<file path="src/rtl/fetch_if.sv">
// Handshake bundle between the fetch unit, instruction memory and the decode stage.
// master = fetch unit side, slave = memory/decoder side.
interface fetch_if #(
  parameter int ADDR_W = 32
);
  logic              imemReq;
  logic [ADDR_W-1:0] imemAddr;
  logic              imemAck;
  logic [31:0]       imemData;
  logic              instrValid;
  logic [31:0]       instr;
  logic [ADDR_W-1:0] instrPc;
  logic [5:0]        opCode;
  logic              instrAccept;
  logic              branch;
  logic              jump;
  logic              zero;

  modport master (
    output imemReq, imemAddr, instrValid, instr, instrPc, opCode,
    input  imemAck, imemData, instrAccept, branch, jump, zero
  );

  modport slave (
    input  imemReq, imemAddr, instrValid, instr, instrPc, opCode,
    output imemAck, imemData, instrAccept, branch, jump, zero
  );
endinterface

</file>
<file path="src/rtl/fetch_unit.sv">
// MIPS instruction fetch front end: req/ack memory fetch, small instruction queue, branch/jump redirect.
// Optional macro FETCH_PERF_EN adds the saturating flushCount output.
module fetch_unit #(
  parameter int                 ADDR_W   = 32,
  parameter logic [ADDR_W-1:0]  RESET_PC = '0,
  parameter int                 DEPTH    = 2
) (
  input  logic       clk,
  input  logic       reset,
  fetch_if.master    bus
`ifdef FETCH_PERF_EN
  ,
  output logic [15:0] flushCount
`endif
);

  localparam int PTR_W = $clog2(DEPTH);
  localparam int CNT_W = PTR_W + 1;

  typedef enum logic {
    FETCH,
    DRAIN
  } state_t;

  state_t            r_state;
  logic [ADDR_W-1:0] r_reqPc;
  logic [ADDR_W-1:0] r_pendPc;
  logic [PTR_W-1:0]  r_rp;
  logic [PTR_W-1:0]  r_wp;
  logic [CNT_W-1:0]  r_count;
  logic [31:0]       r_instr;
  logic [ADDR_W-1:0] r_instrPc;
  logic [31:0]       r_qData [DEPTH];
  logic [ADDR_W-1:0] r_qPc   [DEPTH];

  logic              w_req;
  logic              w_ack;
  logic              w_push;
  logic              w_valid;
  logic              w_pop;
  logic              w_take;
  logic [CNT_W-1:0]  w_remain;
  logic [PTR_W-1:0]  w_headIdx;
  logic [ADDR_W-1:0] w_pcPlus4;
  logic [ADDR_W-1:0] w_brOff;
  logic [ADDR_W-1:0] w_brTgt;
  logic [ADDR_W-1:0] w_jTgt;
  logic [ADDR_W-1:0] w_target;

  // Request is gated by reset so nothing is presented to memory while reset is held.
  assign w_req     = ~reset & ((r_state == DRAIN) | (r_count < CNT_W'(DEPTH)));
  assign w_ack     = w_req & bus.imemAck;
  assign w_push    = w_ack & (r_state == FETCH);
  assign w_valid   = (r_count != '0);
  assign w_pop     = w_valid & bus.instrAccept;
  assign w_take    = w_pop & (bus.jump | (bus.branch & bus.zero));
  assign w_remain  = r_count - CNT_W'(w_pop);
  assign w_headIdx = w_pop ? (r_rp + PTR_W'(1)) : r_rp;

  assign w_pcPlus4 = r_instrPc + ADDR_W'(4);
  assign w_brOff   = {{(ADDR_W-18){r_instr[15]}}, r_instr[15:0], 2'b00};
  assign w_brTgt   = w_pcPlus4 + w_brOff;
  assign w_jTgt    = {w_pcPlus4[ADDR_W-1:28], r_instr[25:0], 2'b00};
  assign w_target  = bus.jump ? w_jTgt : w_brTgt;

  assign bus.imemReq    = w_req;
  assign bus.imemAddr   = r_reqPc;
  assign bus.instrValid = w_valid;
  assign bus.instr      = r_instr;
  assign bus.instrPc    = r_instrPc;
  assign bus.opCode     = r_instr[31:26];

  // Queue storage carries no reset; occupancy is tracked by the control registers.
  always_ff @(posedge clk) begin
    if (w_push) begin
      r_qData[r_wp] <= bus.imemData;
      r_qPc[r_wp]   <= r_reqPc;
    end
  end

  always_ff @(posedge clk or posedge reset) begin
    if (reset) begin
      r_state   <= FETCH;
      r_reqPc   <= RESET_PC;
      r_pendPc  <= RESET_PC;
      r_rp      <= '0;
      r_wp      <= '0;
      r_count   <= '0;
      r_instr   <= '0;
      r_instrPc <= '0;
    end else begin
      if (w_take) begin
        r_rp    <= '0;
        r_wp    <= '0;
        r_count <= '0;
      end else begin
        if (w_push) r_wp <= r_wp + PTR_W'(1);
        if (w_pop)  r_rp <= r_rp + PTR_W'(1);
        r_count <= r_count + CNT_W'(w_push) - CNT_W'(w_pop);
        // Head registers track the entry that will be at the front next cycle;
        // when the queue drains empty they keep the last instruction shown.
        if (w_remain != '0) begin
          r_instr   <= r_qData[w_headIdx];
          r_instrPc <= r_qPc[w_headIdx];
        end else if (w_push) begin
          r_instr   <= bus.imemData;
          r_instrPc <= r_reqPc;
        end
      end

      case (r_state)
        FETCH: begin
          if (w_take) begin
            if (w_req && !w_ack) begin
              r_state  <= DRAIN;
              r_pendPc <= w_target;
            end else begin
              r_reqPc <= w_target;
            end
          end else if (w_push) begin
            r_reqPc <= r_reqPc + ADDR_W'(4);
          end
        end
        DRAIN: begin
          if (w_ack) begin
            r_reqPc <= r_pendPc;
            r_state <= FETCH;
          end
        end
        default: r_state <= FETCH;
      endcase
    end
  end

`ifdef FETCH_PERF_EN
  logic [15:0] r_flushCount;
  logic [16:0] w_flushSum;

  // Every entry behind the head plus the in-flight word (acked now or drained later) is lost.
  assign w_flushSum = {1'b0, r_flushCount} + 17'(r_count - CNT_W'(1)) + 17'(w_req);

  always_ff @(posedge clk or posedge reset) begin
    if (reset) begin
      r_flushCount <= '0;
    end else if (w_take) begin
      r_flushCount <= w_flushSum[16] ? 16'hFFFF : w_flushSum[15:0];
    end
  end

  assign flushCount = r_flushCount;
`endif

endmodule
</file>
<file path="src/flat_wrapper.sv">
// flat-port wrapper written by rule: the top's interface ports become plain ports
module fetch_unit_flat 
#(
  parameter int                 ADDR_W   = 32,
  parameter logic [ADDR_W-1:0]  RESET_PC = '0,
  parameter int                 DEPTH    = 2
)
  (clk, reset, bus_imemReq, bus_imemAddr, bus_instrValid, bus_instr, bus_instrPc, bus_opCode, bus_imemAck, bus_imemData, bus_instrAccept, bus_branch, bus_jump, bus_zero);
  fetch_if #(.ADDR_W(ADDR_W)) bus_i ();
  input  logic clk;
  input  logic reset;
  output wire logic [$bits(bus_i.imemReq)-1:0] bus_imemReq;
  output wire logic [$bits(bus_i.imemAddr)-1:0] bus_imemAddr;
  output wire logic [$bits(bus_i.instrValid)-1:0] bus_instrValid;
  output wire logic [$bits(bus_i.instr)-1:0] bus_instr;
  output wire logic [$bits(bus_i.instrPc)-1:0] bus_instrPc;
  output wire logic [$bits(bus_i.opCode)-1:0] bus_opCode;
  input wire logic [$bits(bus_i.imemAck)-1:0] bus_imemAck;
  input wire logic [$bits(bus_i.imemData)-1:0] bus_imemData;
  input wire logic [$bits(bus_i.instrAccept)-1:0] bus_instrAccept;
  input wire logic [$bits(bus_i.branch)-1:0] bus_branch;
  input wire logic [$bits(bus_i.jump)-1:0] bus_jump;
  input wire logic [$bits(bus_i.zero)-1:0] bus_zero;
  assign bus_imemReq = bus_i.imemReq;
  assign bus_imemAddr = bus_i.imemAddr;
  assign bus_instrValid = bus_i.instrValid;
  assign bus_instr = bus_i.instr;
  assign bus_instrPc = bus_i.instrPc;
  assign bus_opCode = bus_i.opCode;
  assign bus_i.imemAck = bus_imemAck;
  assign bus_i.imemData = bus_imemData;
  assign bus_i.instrAccept = bus_instrAccept;
  assign bus_i.branch = bus_branch;
  assign bus_i.jump = bus_jump;
  assign bus_i.zero = bus_zero;
  fetch_unit #(.ADDR_W(ADDR_W), .RESET_PC(RESET_PC), .DEPTH(DEPTH)) u_core (.clk(clk), .reset(reset), .bus(bus_i));
endmodule
</file>
<file path="config.mk">
export PLATFORM = sky130hd
export DESIGN_NAME = fetch_unit_flat
export DESIGN_NICKNAME = d
export VERILOG_FILES = /design/src/rtl/fetch_if.sv /design/src/rtl/fetch_unit.sv /design/src/flat_wrapper.sv
export SDC_FILE = /design/constraint.sdc
export NUM_CORES = 1
export LEC_CHECK = 0
export BUFFER_PORTS_ARGS = -buffer_cell sky130_fd_sc_hd__buf_2
export CORE_AREA = 5 5 164 166
export CTS_CLUSTER_DIAMETER = 150
export DETAILED_ROUTE_END_ITERATION = 10
export DIE_AREA = 0 0 169 171
export PLACE_DENSITY = 0.74
export RECOVER_POWER = 100
export SLEW_MARGIN = 5
export SYNTH_ARGS = -nofsm -noshare
export SYNTH_HDL_FRONTEND = slang
export SYNTH_SLANG_ARGS = --single-unit
export TNS_END_PERCENT = 20
</file>
<file path="constraint.sdc">
create_clock -name clk -period 12.8 [get_ports clk]
set_clock_uncertainty 0.2 [all_clocks]
set_input_delay 1.92 -clock clk [delete_from_list [all_inputs] [get_ports clk]]
set_output_delay 1.92 -clock clk [all_outputs]
set_load 0.05 [all_outputs]
</file>
Word level (Yosys, flattened, before mapping). Memories as Yosys holds them, arrays and structs flattened. Cells that the tools add are included.

Register bits after elaboration: 133. Latch bits: 0. Memory bits (writable): 128. Memory bits (read-only): 0. Bits of input ports: 39. Output and inout bits: 104. Logic and storage cells: 63. Memories kept: 2.

Add/subtract/negate cells: 8. Multipliers: 0. Div/mod/pow operators: 0. Magnitude comparators: 1. Equality and inequality tests: 3. Shift-type cells: 0. Multiplexer cells: 21. Bitwise gates (word level): 11. Reduce and logical (&&, ||, !) cells: 9.

Memory list: u_core.r_qData (depth 2, width 32, rd ports 1, clocked after memory_dff 0, write ports 1, RTL line fetch_unit.sv:33) `logic [31:0] r_qData [DEPTH];`; u_core.r_qPc (depth 2, width 32, rd ports 1, clocked after memory_dff 0, write ports 1, RTL line fetch_unit.sv:34) `logic [ADDR_W-1:0] r_qPc [DEPTH];`.

Operators with widths (number): $mux W32 (9); $add A32 B3 Y32 const B (2); $pmux W32 S2 (1); $add A32 B32 Y32 (1); $mux W1 (9); $reduce_bool A2 Y1 (4); $and A1 B1 Y1 (6); $reduce_and A3 Y1 (2); $sub A2 B1 Y2 (2); $ne A3 B1 Y1 const B (1); $ne A3 B3 Y1 const B (1); $not A1 Y1 (3); $add A1 B1 Y1 const B (2); $add A2 B1 Y2 (1); $lt A2 B2 Y1 const B (1); $mux W2 (1); $ne A2 B2 Y1 const B (1); $or A1 B1 Y1 (2); $pmux W1 S2 (1); $reduce_and A2 Y1 (1); $logic_and A1 B1 Y1 (1); $logic_not A1 Y1 (1).

Longest topological paths before layout. Gate-level depths: netlist of run 1.

Depth after elaboration: 9. Gate-level depth with buffers: 17. Mapped depth without buffers: 16.

Worst setup path after synthesis of run 1. Ideal clock, no wire load.

Path type: in2reg. From: input reset. To: memory u_core.r_qData[0][0] (enable). Library setup time: 0.565 ns. Arrival time: 7.637 ns. Required time: 12.035 ns. Setup slack: 4.398 ns. Cell stages on the path: 3. Path buffers: 0. Cell sequence: a21oi_1 > nand2_1 > nor3_1.

Cells in the longest elaborated chain, start to end: 6.

RTL lines: start, declared (RTL line flat_wrapper.sv:11) `input logic reset;`; $not A1 Y1 (RTL line fetch_unit.sv:51) `assign w_req = ~reset & ((r_state == DRAIN) | (r_count < CNT_W'(DEPTH)));`; $and A1 B1 Y1 (RTL line fetch_unit.sv:51); $and A1 B1 Y1 (RTL line fetch_unit.sv:52) `assign w_ack = w_req & bus.imemAck;`; $and A1 B1 Y1 (RTL line fetch_unit.sv:53) `assign w_push = w_ack & (r_state == FETCH);`; $mux W1 (RTL line fetch_unit.sv:75) `if (w_push) begin`; $mux W1 (implied by the code) (RTL line fetch_unit.sv:76) `r_qData[r_wp] <= bus.imemData;`; end, declared (RTL line fetch_unit.sv:33).

Every way passes these cells.

Final worst setup path of run 1.
From: input bus_instrAccept. To: register u_core.r_instrPc[17], in the netlist u_core.bus.instrPc[17].

Cells in the longest elaborated chain, start to end: 5. Elaborated cells between the ends (all ways): 10. Those cells by class: 1 x add/sub; 2 x mux; 3 x bitwise; 3 x reduce/logical; 1 x memory.

RTL lines: start, declared (RTL line flat_wrapper.sv:20) `input wire logic [$bits(bus_i.instrAccept)-1:0] bus_instrAccept;`; $and A1 B1 Y1 * (RTL line fetch_unit.sv:55) `assign w_pop = w_valid & bus.instrAccept;`; $sub A2 B1 Y2 (RTL line fetch_unit.sv:57) `assign w_remain = r_count - CNT_W'(w_pop);`; $reduce_bool A2 Y1 (RTL line fetch_unit.sv:102) `if (w_remain != '0) begin`; $reduce_bool A2 Y1 (no source line); $reduce_and A2 Y1 (no source line); end signal, assigned (RTL line fetch_unit.sv:104) `r_instrPc <= r_qPc[w_headIdx];`; end signal, assigned (RTL line fetch_unit.sv:107) `r_instrPc <= r_reqPc;`; end, declared (RTL line fetch_unit.sv:32) `logic [ADDR_W-1:0] r_instrPc;`.

Every way passes the cells marked *; elsewhere a longest branch is shown, timed or not. A chain may end at the register's enable or synchronous reset.

==> results of run 1 <==
[worst max-delay path, cell delays in order]
cell and delay, ns:
buf_2 0.09, o21ai_0 0.28, inv_1 0.20, ha_1 0.25, xnor2_1 0.23, nand2_4 0.36, o21ai_0 3.68, buf_4 0.94
o21ai_0 0.21
[per-stage QoR]
stage / setup slack (ns) / cell area [um2] / hold WS, ns / instances
3_3_place_gp: 7.26 / 14600 / 0.253 / 1766
3_5_place_dp: 7.09 / 14600 / 0.262 / 1766
6_report: 4.77 / 15300 / 0.277 / 1818
2_1_floorplan: 4.40 / 13600 / 0.240 / 1352
4_1_cts: 7.68 / 15600 / 0.277 / 1818
5_1_grt: 3.76 / 15300 / 0.299 / 1818
[logic make-up (layout without fill, tap and decap cells)]
| kind of cell | Yosys count | in the layout | share of synthesized area [%] |
|---|---|---|---|
| multiplexers | 77 | 77 | 5.70 |
| flip-flops | 261 | 261 | 52.8 |
| AND/OR/NAND/NOR | 429 | 429 | 13.8 |
| adder cells (fa/ha/maj) | 41 | 41 | 3.83 |
| buffers and inverters | 96 | 227 | 2.88 |
| XOR/XNOR | 75 | 75 | 4.83 |
| AO/OA/AOI/OAI | 373 | 373 | 16.2 |
[worst min-delay path by stage]
stage | startpoint | endpoint | slack, ns | cells past startpoint
floorplan | u_core.r_pendPc[13]$_DFFE_PP0P_ | u_core.r_pendPc[13]$_DFFE_PP0P_ | 0.24 | 2
finish | u_core.r_pendPc[17]$_DFFE_PP0P_ | u_core.r_pendPc[17]$_DFFE_PP0P_ | 0.28 | 2
global route | u_core.r_pendPc[17]$_DFFE_PP0P_ | u_core.r_pendPc[17]$_DFFE_PP0P_ | 0.30 | 2
CTS | u_core.r_pendPc[13]$_DFFE_PP0P_ | u_core.r_pendPc[13]$_DFFE_PP0P_ | 0.28 | 2
global placement | u_core.r_pendPc[13]$_DFFE_PP0P_ | u_core.r_pendPc[13]$_DFFE_PP0P_ | 0.25 | 2
detailed placement | u_core.r_pendPc[13]$_DFFE_PP0P_ | u_core.r_pendPc[13]$_DFFE_PP0P_ | 0.26 | 2
[final cells by class]
cell class | count | area, um2 | share of cell area, %
repair buffers | 156 | 611 | 3.99
multi-input cells | 995 | 6050 | 39.5
inverters | 19 | 72.6 | 0.474
flip-flops and latches | 261 | 7170 | 46.8
well taps | 335 | 419 | 2.74
clock buffers | 41 | 852 | 5.56
clock inverters | 11 | 140 | 0.915
[layout by cell type, fill, tap and decap left out, types with 19 or more instances in the layout]
cell type  instances
clkbuf_1         151
nand3_1           27
nand2_1          241
o21ai_0          194
mux2i_1           74
dfrtp_1          133
clkbuf_16         30
xor2_1            25
xnor2_1           49
edfxtp_1         128
nor2_1            73
ha_1              40
a31oi_1           19
a21oi_1           61
[flip-flops by register name (all words and copies together) (netlist names)]
register and flops:
u_core.r_qData 64, u_core.bus.imemAddr 32, u_core.r_qPc 64, u_core.r_pendPc 32
u_core.r_wp 1, u_core.bus.instr 32, u_core.r_state 1, u_core.bus.instrPc 32
u_core.r_count 2, u_core.r_rp 1
[routing by layer]
metal	up-vias	routed length, um
met3	57	2150
li1	5101	-
met4	2	628
met1	5104	16100
met2	355	15600
met5	-	7
==> impl_metrics.yaml, run 1 <==
critical_path:
  r2r_cells: 8
  cp-endpoint: "u_core.bus.instrPc[17]$_DFFE_PP0P_"
  crit_fanout: 76
  crit_arrival_ns: 8.22
  reg2reg_to: "u_core.bus.instrPc[17]$_DFFE_PP0P_"
  crit_required_ns: 12.99
  critPathLaunchType: "primary input"
  rrSetupSlack_ns: 5.47
  crit_start: "bus_instrAccept"
  setup.worst_path.end_class: "flip-flop"
  r2r_start: "u_core.r_count[1]$_DFF_PP0_"
  crit_type: "in -> reg"
sta:
  fmax_mhz: 125
  final.setup.tns_ns: 0
  rsz0062_at_grt: "no"
  tightest_slew_ns: 4.83
  fin_crit_ns: 8.03
  maxSlewViolCount: 386
  finalHoldViolations: 0
  relSlewSlack_pct: -225
  finalCritPeriodShare_pct: 62.7
  setup_viol: 0
route:
  post_drt_wl_per_cell_um: 19.0
  route.detailed.drc: 0
  drt-initial-drc-count: 1141
  finalWirelength_mm: 34.5
  num_vias: 10619
  postRouteAntennaNets: 0
  firstDrtPassIters: 6
  via_per_inst: 5.84
grt:
  use_met2_pct: 37.0
  antenna_found_initial: 1
  grt_pass1_wl_mm: 55.4
  grt_pass1_vias: 10205
  busiest_layer: "met2"
  met3_usage_pct: 3.30
  grt_util_met1_pct: 35.3
  grt_usage_pct: 23.7
  grt_overflow: 0
  grt_max_degree: 80
cts:
  post_cts_buffers: 0
  htreeDepth: 1
  cts-resized-gates: 0
  clk_pin_slew_ns: 0.06
  cts-root-buf: "clkbuf_16"
  cts_tree: "yes"
  cts_buffer_depth: 3
  clkLatencyLatePin_ns: 0.54
  cts_buffers: 28
  hold_buffers: 0
  cts.sinks: 261
outcome:
  violations: "max-capacitance violations, max-slew violations"
  status: "complete, but fails checks"
synth:
  synth_area_leaders: "edfxtp_1 (28%), dfrtp_1 (24%), o21ai_0 (7.1%)"
  yosysUniqueCellTypes: 66
  syn-num-nets: 1432
  synth_flop_cell: "dfrtp_1"
  synthesis.area_mm2: 0.0136
  synth_seq_cells: 261
  synth_cells: 1352
  synth_warnings: 0
  async_flop_share_pct: 51.0
  synth_area_per_cell_um2: 10.1
  synth_top_area_share_pct: 28.3
  ys_seq_area_share_pct: 52.8
  synth.most_common_cell: "nand2_1"
  yosysTopAreaCell: "edfxtp_1"
  synth-edff-count: 128
  synth_common_cells: "nand2_1 (242), o21ai_0 (192), dfrtp_1 (133)"
final_layout:
  layout.nets: 1541
  antenna_cells: 0
  area_delta_synth_final_pct: 12.7
  drive_gt1_share_pct: 4.59
  post-route-util_pct: 60.1
  fillers: 2191
flow_run:
  cap_violations: 8
floorplanning:
  initial_utilization_pct: 53.4
  coreArea_mm2: 0.0255
  die_w_um: 169
  num_rows: 59
  die-area_mm2: 0.0289
  die_h_um: 171
  io_pins: 143
min_path:
  hp-class: "reg -> reg"
place:
  globalplace.congestion: 0.922
  port_buffers: 142
  hpwl_mm: 23.3
Power of run 1 is left out: the tool's default activity adds up to more than one toggle a clock period on the data nets, which glitch-free logic cannot reach.
==> inputs of run 2 (changes only) <==
Settings changed: ABC_AREA from default to 1, CORE_AREA 5 5 164 166 to 5 5 171 173, DIE_AREA 0 0 169 171 to 0 0 176 178, PLACE_DENSITY 0.74 to 0.76.
Clock period 12.8 ns to 7.3 ns, I/O delays scaled along.
==> run 2 against run 1 <==
- synthesized area rose by 7.1%
- hold slack improved by 0.0055 ns
- critical endpoint is now u_core.r_qData[0][15]$_DFFE_PP_
- worst setup slack got worse by 3.2 ns
- critical path depth fell by 2
- highest routed layer is now met4
- routed wire length rose by 29%
- synthesized cell count rose by 30%
- utilization fell by 1.4 points
- critical path type is now reg -> reg
- the run still ends with max-capacitance violations, max-slew violations left
- global-route usage rose by 4.1 points
- via count rose by 23%
- die area rose by 8.4%
==> impl_metrics.yaml, run 2 <==
synth:
  synthesis.area_mm2: 0.0146
  synth.most_common_cell: "nand2_1"
  synth_warnings: 0
  synth_area_per_cell_um2: 8.30
  async_flop_share_pct: 51.0
  synth_top_area_share_pct: 26.4
  synth_cells: 1754
  synth-edff-count: 128
  syn-num-nets: 1834
  synth_flop_cell: "dfrtp_1"
  yosysTopAreaCell: "edfxtp_1"
  ys_seq_area_share_pct: 49.2
  yosysUniqueCellTypes: 52
  synth_area_leaders: "edfxtp_1 (26%), dfrtp_1 (23%), nand2_1 (13%)"
  synth_seq_cells: 261
  synth_common_cells: "nand2_1 (501), inv_1 (169), nand3_1 (147)"
floorplanning:
  die-area_mm2: 0.0313
  coreArea_mm2: 0.0275
  num_rows: 61
  die_h_um: 178
  io_pins: 143
  initial_utilization_pct: 53.0
  die_w_um: 176
critical_path:
  setup.worst_path.end_class: "flip-flop"
  crit_arrival_ns: 5.72
  critPathLaunchType: "flip-flop"
  crit_fanout: 36
  crit_required_ns: 7.30
  crit_type: "reg -> reg"
route:
  finalWirelength_mm: 44.5
  postRouteAntennaNets: 0
  firstDrtPassIters: 6
  post_drt_wl_per_cell_um: 20.0
  num_vias: 13079
  via_per_inst: 5.87
  route.detailed.drc: 0
  drt-initial-drc-count: 1525
final_layout:
  final_cell_mix: "nand2_1 (503), inv_1 (170), clkbuf_1 (149)"
  postLayoutCellArea_mm2: 0.0161
  stdcell_count: 2230
  post-route-util_pct: 58.8
  drive_gt1_share_pct: 5.15
  layout.nets: 1942
  reg_top3: "u_core.r_qData: 64 flops, u_core.r_qPc: 64 flops"
  antenna_cells: 0
  area_delta_synth_final_pct: 10.9
  final_common_cell: "nand2_1"
grt:
  grt_pass1_vias: 12307
  grt_max_degree: 74
  grt_overflow: 0
  grt_pass1_wl_mm: 68.5
  antenna_found_initial: 0
  grt_usage_pct: 27.8
place:
  place_area_mm2: 0.0154
  dp.cells: 2178
  port_buffers: 142
  hpwl_mm: 31.0
  globalplace.congestion: 1.00
outcome:
  status: "complete, but fails checks"
  violations: "max-capacitance violations, max-slew violations"
sta:
  relSlewSlack_pct: -126
  tightest_slew_ns: 3.40
  finalHoldViolations: 0
  finalCritPeriodShare_pct: 78.3
  maxSlewViolCount: 363
  final.setup.tns_ns: 0
  setup_viol: 0
  fin_crit_ns: 5.72
  rsz0062_at_grt: "no"
  fmax_mhz: 175
cts:
  post_cts_buffers: 0
  cts.sinks: 261
  clkLatencyLatePin_ns: 0.56
  cts_tree: "yes"
  cts_buffers: 28
  clk_pin_slew_ns: 0.06
  cts-resized-gates: 0
  cts_buffer_depth: 3
  hold_buffers: 0
  htreeDepth: 1
  cts-root-buf: "clkbuf_16"
flow_run:
  cap_violations: 7
min_path:
  hp-class: "reg -> reg"
run 2: stage by stage:
| step | worst slack [ns] | hold WS, ns |
|---|---|---|
| 2_1_floorplan | 1.98 | 0.242 |
| 3_3_place_gp | 2.52 | 0.255 |
| 3_5_place_dp | 2.27 | 0.268 |
| 4_1_cts | 2.85 | 0.284 |
| 5_1_grt | 1.22 | 0.291 |
| 6_report | 1.58 | 0.282 |
run 2: kinds of logic (layout without fill, tap and decap cells):
logic type / Yosys count / count (layout) / synth area share [%]
muxes: 1 / 1 / 0.0773
xor gates and xnor gates: 36 / 36 / 2.16
buffers and inverters: 255 / 385 / 7.41
AOI/OAI and AO/OA: 284 / 284 / 11.4
DFF: 261 / 261 / 49.2
and+or+nand+nor: 876 / 876 / 26.1
adders and majority gates: 41 / 41 / 3.57
run 2: path summary, 6_finish.rpt:
check	endpoint	depth (start not counted)	start	slack, ns
min in group asynchronous	u_core.bus.instrPc[8]$_DFFE_PP0P_	2	reset	1.19
worst min-delay path	u_core.r_pendPc[22]$_DFFE_PP0P_	2	u_core.r_pendPc[22]$_DFFE_PP0P_	0.28
worst min register to register	u_core.r_pendPc[22]$_DFFE_PP0P_	2	u_core.r_pendPc[22]$_DFFE_PP0P_	0.28
worst max-delay path	u_core.r_qData[0][15]$_DFFE_PP_	7	u_core.r_state$_DFF_PP0_	1.58
max in group asynchronous	u_core.bus.instrPc[31]$_DFFE_PP0P_	3	reset	2.90
worst max register to register	u_core.r_qData[0][15]$_DFFE_PP_	7	u_core.r_state$_DFF_PP0_	1.58
run 2: worst max-delay path, cell delays in order (launching register included):
cell	delay [ns]
dfrtp_1	0.84
inv_1	0.62
a21oi_1	0.44
nand2_1	0.15
inv_1	0.07
nand2_1	0.17
nor2_1	2.07
buf_4	0.73
run 2: area by class of cell:
type | count | area (um2)
multi-input combinational | 1238 | 6310
clock buffer | 38 | 768
clock inverter | 14 | 179
timing repair buffer | 154 | 608
fill | 2456 | 11300
inverter | 179 | 674
sequential | 261 | 7170
tap | 346 | 433
run 2: routing by layer:
layer / GRT usage, % / vias to the layer above / wire length (um)
met3: 4.64 / 80 / 4580
met5: 0 / - / 0
met1: 38.2 / 6202 / 18000
met2: 46.4 / 705 / 20900
met4: 7.15 / 0 / 1060
li1: - / 6092 / -
Power of run 2 is left out for the same reason.
==> inputs of run 3 (changes only) <==
Clock period 7.3 ns to 4.8 ns, I/O delays scaled along.
==> run 3 against run 2 <==
- the flow still finishes with violations (max-capacitance violations, max-slew violations)
- hold slack lost 0.099 ns
- non-clock buffer count grew 8
- sequential cell count is the same
- global-route usage grew 1.3 points
- cell area grew 0.30%
- largest cell class unchanged
==> impl_metrics.yaml, run 3 (synthesis results as in run 2) <==
final_layout:
  layout.nets: 1950
  drive_gt1_share_pct: 5.02
  reg_top3: "u_core.r_qData: 64 flops, u_core.r_qPc: 64 flops"
  final_common_cell: "nand2_1"
  area_delta_synth_final_pct: 11.2
  antenna_cells: 0
  final_cell_mix: "nand2_1 (505), inv_1 (171), clkbuf_1 (149)"
grt:
  grt_overflow: 0
  grt_util_met1_pct: 40.4
  grt_max_degree: 71
  use_met2_pct: 47.7
  grt_pass1_wl_mm: 71.2
  antenna_found_initial: 0
  grt_pass1_vias: 12583
  busiest_layer: "met2"
  met3_usage_pct: 4.11
  grt_usage_pct: 29.1
route:
  post_drt_wl_per_cell_um: 20.6
  firstDrtPassIters: 6
  route.detailed.drc: 0
  finalWirelength_mm: 46.2
  num_vias: 13007
  drt-initial-drc-count: 1346
  postRouteAntennaNets: 0
  via_per_inst: 5.81
critical_path:
  crit_required_ns: 4.97
  crit_chain: "nand2_1 -> nor2_1 -> nand2_1 -> nor2_1 -> nand3_1 -> inv_1 -> nand4_1 -> nor3_1 -> xor2_1 -> inv_1 -> ha_1 -> nand2_1 -> nor3_1 -> and2_0 -> and3_1 -> nand2_1 -> nand2_1 -> nand2_1 -> nand3_1 -> nand2_1 -> nand2_1 -> o21ai_0"
  cpMaxStageDelayCell: "dfrtp_1"
  cp_top_family: "simple AND/OR/NAND/NOR gates"
  crit_type: "reg -> reg"
  cp_num_buf_inv: 2
  crit_fanout: 6
  crit_arrival_ns: 4.34
  slowest_delay_ns: 0.49
  setup.worst_path.end_class: "flip-flop"
  critPathLaunchType: "flip-flop"
  crit_top_cell: "nand2_1"
sta:
  relSlewSlack_pct: -96.2
  finalHoldViolations: 0
  fmax_mhz: 239
  final.setup.tns_ns: 0
  fin_crit_ns: 4.18
  maxSlewViolCount: 220
  tightest_slew_ns: 2.94
  finalCritPeriodShare_pct: 87.0
  setup_viol: 0
  rsz0062_at_grt: "no"
  setup_slack_ns: 0.623
cts:
  hold_buffers: 0
  post_cts_buffers: 0
  htreeDepth: 1
  clk_pin_slew_ns: 0.06
  cts_buffer_depth: 3
  cts_buffers: 28
  cts-resized-gates: 0
  cts.sinks: 261
  cts-root-buf: "clkbuf_16"
  cts_tree: "yes"
  clkLatencyLatePin_ns: 0.57
flow_run:
  cap_violations: 5
outcome:
  status: "complete, but fails checks"
  violations: "max-capacitance violations, max-slew violations"
floorplanning:
  coreArea_mm2: 0.0275
  io_pins: 143
  die_h_um: 178
  die-area_mm2: 0.0313
  num_rows: 61
  die_w_um: 176
  initial_utilization_pct: 53.0
place:
  dp_worst_setup_slack_ns: 0.881
  globalplace.congestion: 0.979
  hpwl_mm: 32.8
  port_buffers: 142
min_path:
  hp-class: "in -> reg"
==> run 3: area by class of cell <==
class                      instances  area, um2
multi-input combinational       1238       6290
sequential                       261       7170
fill                            2508      11300
clock inverter                    14        150
inverter                         179        673
clock buffer                      38        748
timing repair buffer             162        733
tap                              346        433
==> run 3: metrics by stage <==
| step | instances | area, um2 | utilization (%) | hold slack, ns |
|---|---|---|---|---|
| 6_report | 2238 | 16200 | 58.9 | 0.183 |
| 5_1_grt | 2238 | 16200 | 58.9 | 0.182 |
| 2_1_floorplan | 1754 | 14600 | - | 0.242 |
| 3_3_place_gp | 2186 | 15500 | 56.6 | 0.254 |
| 3_5_place_dp | 2186 | 15500 | 56.6 | 0.266 |
| 4_1_cts | 2238 | 16400 | 59.8 | 0.100 |
==> run 3: per-layer routing <==
layer	share of wire (%)	up-vias
met5	0	-
met4	3.4	0
met3	7.7	94
met2	47	615
met1	42	6188
li1	-	6110
==> run 3: path summary, 6_finish.rpt <==
check / end / from / slack [ns] / cells past startpoint
worst max-delay path: u_core.r_pendPc[30]$_DFFE_PP0P_ / u_core.bus.instrPc[4]$_DFFE_PP0P_ / 0.62 / 22
worst min-delay path: u_core.r_qData[1][19]$_DFFE_PP_ / bus_imemData[19] / 0.18 / 1
worst max register to register: u_core.r_pendPc[30]$_DFFE_PP0P_ / u_core.bus.instrPc[4]$_DFFE_PP0P_ / 0.62 / 22
worst min register to register: u_core.r_pendPc[2]$_DFFE_PP0P_ / u_core.r_pendPc[2]$_DFFE_PP0P_ / 0.28 / 2
max in group asynchronous: u_core.bus.instrPc[27]$_DFFE_PP0P_ / reset / 1.12 / 3
min in group asynchronous: u_core.r_count[1]$_DFF_PP0_ / reset / 1.00 / 2
==> run 3: worst register-to-register path: cells and delay by family (launching register included) <==
family	cells	cell delay [ns]
AOI/OAI and AO/OA	1	0.11
xor gates and xnor gates	1	0.19
adders and majority gates	1	0.36
buffers and inverters	2	0.19
DFF	1	0.49
and+or+nand+nor	17	2.47
Power of run 3 is left out for the same reason.
